**config.mk**
```make
export PLATFORM = sky130hd
export DESIGN_NAME = sr_bank_arbiter
export DESIGN_NICKNAME = d
export VERILOG_FILES = /design/src/rtl/sr_bank_arbiter.sv
export SDC_FILE = /design/constraint.sdc
export NUM_CORES = 1
export LEC_CHECK = 0
export BUFFER_PORTS_ARGS = -buffer_cell sky130_fd_sc_hd__buf_2
export CAP_MARGIN = 20
export CORE_MARGIN = 1.5
export CORE_UTILIZATION = 46
export DETAILED_ROUTE_END_ITERATION = 16
export PLACE_DENSITY = 0.77
export SLEW_MARGIN = 30
export SYNTH_ARGS = -nofsm -noshare
export SYNTH_HDL_FRONTEND = slang
export SYNTH_SLANG_ARGS = --single-unit
```
**constraint.sdc**
```tcl
create_clock -name clk -period 1.71 [get_ports clk]
set_input_delay 0.0855 -clock clk [delete_from_list [all_inputs] [get_ports clk]]
set_output_delay 0.0855 -clock clk [all_outputs]
set_load 0.005 [all_outputs]
```
**src/rtl/sr_bank_arbiter.sv**
```systemverilog
// sr_bank_arbiter: round-robin arbitration of two SR command requesters onto a shared bank of SR flag cells.
module sr_bank_arbiter #(
  parameter  int ADDR_W = 3,
  localparam int WIDTH  = 2**ADDR_W
) (
  input  logic              clk,
  input  logic              rst,
  input  logic              req0_valid,
  output logic              req0_ready,
  input  logic [ADDR_W-1:0] req0_idx,
  input  logic              req0_s,
  input  logic              req0_r,
  input  logic              req1_valid,
  output logic              req1_ready,
  input  logic [ADDR_W-1:0] req1_idx,
  input  logic              req1_s,
  input  logic              req1_r,
  input  logic              err_clr,
  output logic [WIDTH-1:0]  q,
  output logic [WIDTH-1:0]  q_bar,
  output logic              busy,
  output logic              err,
  output logic              err_src
);
  logic              last_grant_q, last_grant_d;
  logic              busy_q, busy_d;
  logic [ADDR_W-1:0] idx_q, idx_d;
  logic              s_q, s_d, r_q, r_d, src_q, src_d;
  logic [WIDTH-1:0]  q_q, q_d;
  logic              err_q, err_d, err_src_q, err_src_d;
  logic              acc0, acc1, forbid;
  always_comb begin
    req0_ready   = !rst && req0_valid && (!req1_valid || last_grant_q);
    req1_ready   = !rst && req1_valid && (!req0_valid || !last_grant_q);
    acc0         = req0_valid && req0_ready;
    acc1         = req1_valid && req1_ready;
    last_grant_d = acc0 ? 1'b0 : acc1 ? 1'b1 : last_grant_q;
    busy_d       = acc0 || acc1;
    idx_d        = acc0 ? req0_idx : acc1 ? req1_idx : idx_q;
    s_d          = acc0 ? req0_s : acc1 ? req1_s : s_q;
    r_d          = acc0 ? req0_r : acc1 ? req1_r : r_q;
    src_d        = acc1 ? 1'b1 : acc0 ? 1'b0 : src_q;
    // Forbidden S=R=1 leaves the cell untouched; only the error flags react.
    forbid       = busy_q && s_q && r_q;
    q_d          = q_q;
    if (busy_q && (s_q != r_q))
      q_d[idx_q] = s_q;
    err_d        = forbid ? 1'b1 : err_clr ? 1'b0 : err_q;
    err_src_d    = forbid ? src_q : err_src_q;
  end
  always_ff @(posedge clk or posedge rst) begin
    if (rst) begin
      last_grant_q <= 1'b1;
      busy_q       <= 1'b0;
      idx_q        <= '0;
      s_q          <= 1'b0;
      r_q          <= 1'b0;
      src_q        <= 1'b0;
      q_q          <= '0;
      err_q        <= 1'b0;
      err_src_q    <= 1'b0;
    end else begin
      last_grant_q <= last_grant_d;
      busy_q       <= busy_d;
      idx_q        <= idx_d;
      s_q          <= s_d;
      r_q          <= r_d;
      src_q        <= src_d;
      q_q          <= q_d;
      err_q        <= err_d;
      err_src_q    <= err_src_d;
    end
  end
  assign q       = q_q;
  assign q_bar   = ~q_q;
  assign busy    = busy_q;
  assign err     = err_q;
  assign err_src = err_src_q;
endmodule

```
==> results by group <==
Setup path
  – Worst path slowest cell: dfrtp_1
  – Register-to-register setup slack: 0.25 ns
  – Worst EP required: 1.88 ns
  – CP Launch Type: flip-flop
  – CP max stage delay: 0.43 ns
  – Worst R2R Path Depth: 3
  – Buf/Inv on CP: 0
  – Crit-path leading delay family: flip-flops
  – Crit Path Class: flip-flop to flip-flop
  – Data arrival, critical path: 1.63 ns
  – Max FO, Critical Path: 8
  – Critical Path End Type: flip-flop
  – Reg2reg end: q[3]$_DFFE_PP0P_
  – Worst r2r src: r_q$_DFFE_PP0P_
  – Sequence of cells on the critical path: xnor2_2 > nor4b_1 > mux2_1

Detailed routing
  – Final routed DRC violation total: 0
  – Routed Antenna Nets: 0
  – Vias/cell: 4.96
  – WL per Instance: 11.2 um
  – Total Wirelength: 1690 um
  – Vias: 744
  – Initial drt markers: 16
  – Drt first pass iters: 4

Min path
  – Hold EP: idx_q[2]$_DFFE_PP0P_
  – Cells on Worst Hold Path: 3
  – Hold_sp: req0_idx[2]
  – Hold WC Path Type: input port to flip-flop

STA
  – F_max: 685 MHz
  – Fin crit period: 1.46 ns
  – Final hold vios: 0
  – Final setup viols: 0
  – Worst rel slew slack: 56.0%
  – Part of the cycle the worst path needs: 85.4%
  – Slew Limit Fails: 0
  – RSZ-0062 raised after global routing: false
  – Worst Max-Slew Pin Slew: 0.659 ns
  – Worst Skew: 0.00285 ns
  – Setup tns final: 0 ns

CTS
  – Clock Path Buffers: 2
  – Total CTS buffers: 3
  – Clk slew on worst S/H paths: 0.10 ns
  – Post-CTS sizing: 0
  – Clk sink count: 18
  – Clock latency on the worst-skew pair: 0.28 ns
  – Post-CTS Setup Repair Bufs: 0
  – CTS tree: yes
  – Clk root buf: clkbuf_4
  – Hold_buf cts: 2
  – H-tree depth: 1

Pwr
  – Combinational power share: 35.2%
  – Internal power: 0.967 mW
  – PD cells: 1240 nW/um^2
  – Sequential power share: 47.0%
  – Clock power frac: 17.8%
  – Lkg Pwr: 0.541 nW
  – Total power: 1.40 mW
  – Max rail drop VDD: 0.714 mV
  – Switching power: 0.436 mW
  – Switching portion of total power: 31.1%

Yosys
  – Mapped Nets: 100
  – Sequential cell area fraction in the yosys report: 52.2%
  – Mapped cell area: 866 um^2
  – Area share of the largest cell type after synthesis: 49.1%
  – Post-synthesis register bit count: 18
  – Yosys warns: 0
  – Cells after Synth: 85
  – Synthesized area per cell: 10.2 um^2
  – Yosys cell types: 19
  – Leading area contributor after synthesis: dfrtp_1
  – Synth top area cells: dfrtp_1 49%, mux2_2 6.5%, mux2_1 5.2%

Global routing
  – Vias in the first global route: 643
  – Initial antenna violation count: 0
  – Remaining global-route overflow: 0
  – Total GRT Usage: 18.1%
  – GR met3 Demand/Resource: 2.75%
  – GR Layer Usage met1: 22.1%
  – Pin count of the biggest net entering global routing: 19
  – Global routing's busiest layer: met2
  – First-pass GRT wire length: 2690 um
  – M2 GR Usage: 30.0%

Placement
  – Placed cell areas: 1070 um^2
  – Number of buffers added on ports: 35
  – HPWL after DPL: 1310 um
  – GPL Wtd Cong: 0.718

Die
  – FP Rows: 15
  – Initial Util: 49.6%
  – DIE AREA: 2150 um^2
  – Chip width: 46.4 um
  – Core Box Area: 1750 um^2
  – I/O Pins: 36
  – Chip height: 46.4 um

Layout
  – Synth-to-Final Area Change: 30.3%
  – Share of layout cells above drive strength 1: 38.4%
  – Diode count: 0
  – Post-route cell area: 1130 um^2
  – Final Net Count: 141

Run status
  – Status: completed

Run
  – Max Cap Violations: 0
[power groups by stage]
stage | Combinational [mW] | Clock (mW) | Sequential (mW)
after floorplan | 0.232 | 0 | 0.674
after global placement | 0.479 | 0 | 0.664
after detailed placement | 0.499 | 0 | 0.672
after CTS | 0.503 | 0.261 | 0.663
after global routing | 0.562 | 0.278 | 0.685
final | 0.494 | 0.250 | 0.659
[final cells by class]
class                      instances  area, um^2
fill                             154         617
sequential                        18         452
multi-input combinational         55         369
timing repair buffer              38         203
inverter                          10        37.5
clock buffer                       4        36.3
tap                               25        31.3
[worst max-delay path by stage]
stage	startpoint	endpoint	slack (ns)	cells past startpoint
floorplan	r_q$_DFFE_PP0P_	q[2]$_DFFE_PP0P_	0.35	3
global placement	r_q$_DFFE_PP0P_	q[4]$_DFFE_PP0P_	0.31	3
detailed placement	r_q$_DFFE_PP0P_	q[3]$_DFFE_PP0P_	0.26	3
CTS	r_q$_DFFE_PP0P_	q[3]$_DFFE_PP0P_	0.23	3
global route	r_q$_DFFE_PP0P_	q[4]$_DFFE_PP0P_	0.15	3
finish	r_q$_DFFE_PP0P_	q[3]$_DFFE_PP0P_	0.25	3
[cell families (layout without fill, tap and decap cells)]
| kind of cell | after synthesis | after routing | synth area share [%] |
|---|---|---|---|
| mux | 9 | 9 | 11.7 |
| compound gates | 15 | 15 | 9.97 |
| simple gates | 30 | 30 | 19.1 |
| flops | 18 | 18 | 52.2 |
| buf+inv | 12 | 52 | 5.20 |
| xor+xnor | 1 | 1 | 1.88 |
[synthesized netlist by cell type, drive strengths merged]
master  number
a21oi        1
a31oi        5
clkbuf       2
dfrtp       17
dfstp        1
inv         10
mux2         9
nand2        3
nand2b       5
nand3        6
nor2         6
nor2b        2
nor3         2
nor4         2
nor4b        4
o21ai        8
o21ba        1
xnor2        1
[metal layers]
metal | share of wire, % | vias to the layer above
met3 | 5.4 | 2
li1 | - | 378
met4 | 1.2 | 0
met2 | 50 | 26
met1 | 44 | 338
met5 | 0 | -
[registers in the layout, summed over array words and instances, names as in the netlist]
register	cells
q	8
err_src	1
err	1
idx_q	3
r_q	1
busy	1
s_q	1
last_grant_q	1
src_q	1
[worst min-delay path: cells and delay by family]
kind	cells	cell delay, ns
AO/OA/AOI/OAI	1	0.07
buffers and inverters	1	0.10
AND/OR/NAND/NOR	1	0.05
[metrics by stage]
step / utilization [%] / setup WS, ns / hold WS (ns) / std cells
floorplan: - / 0.355 / 0.0233 / 85
finish: 64.7 / 0.250 / 0.0560 / 150
CTS: 64.7 / 0.232 / 0.0522 / 150
global placement: 61.4 / 0.305 / 0.236 / 144
global route: 64.7 / 0.149 / 0.0630 / 150
detailed placement: 61.4 / 0.256 / 0.238 / 144
[placed cells by master, fill, tap and decap left out, drive strengths merged]
master	count
mux2	9
nor2	6
nor4	2
dfrtp	17
dlygate4sd3	2
a31oi	5
o21ai	8
nor4b	4
inv	10
dfstp	1
xnor2	1
clkbuf	4
nor3	2
nand2	3
nand2b	5
o21ba	1
nor2b	2
nand3	6
a21oi	1
buf	36
Note: power is estimated with default switching activity, not from simulation.
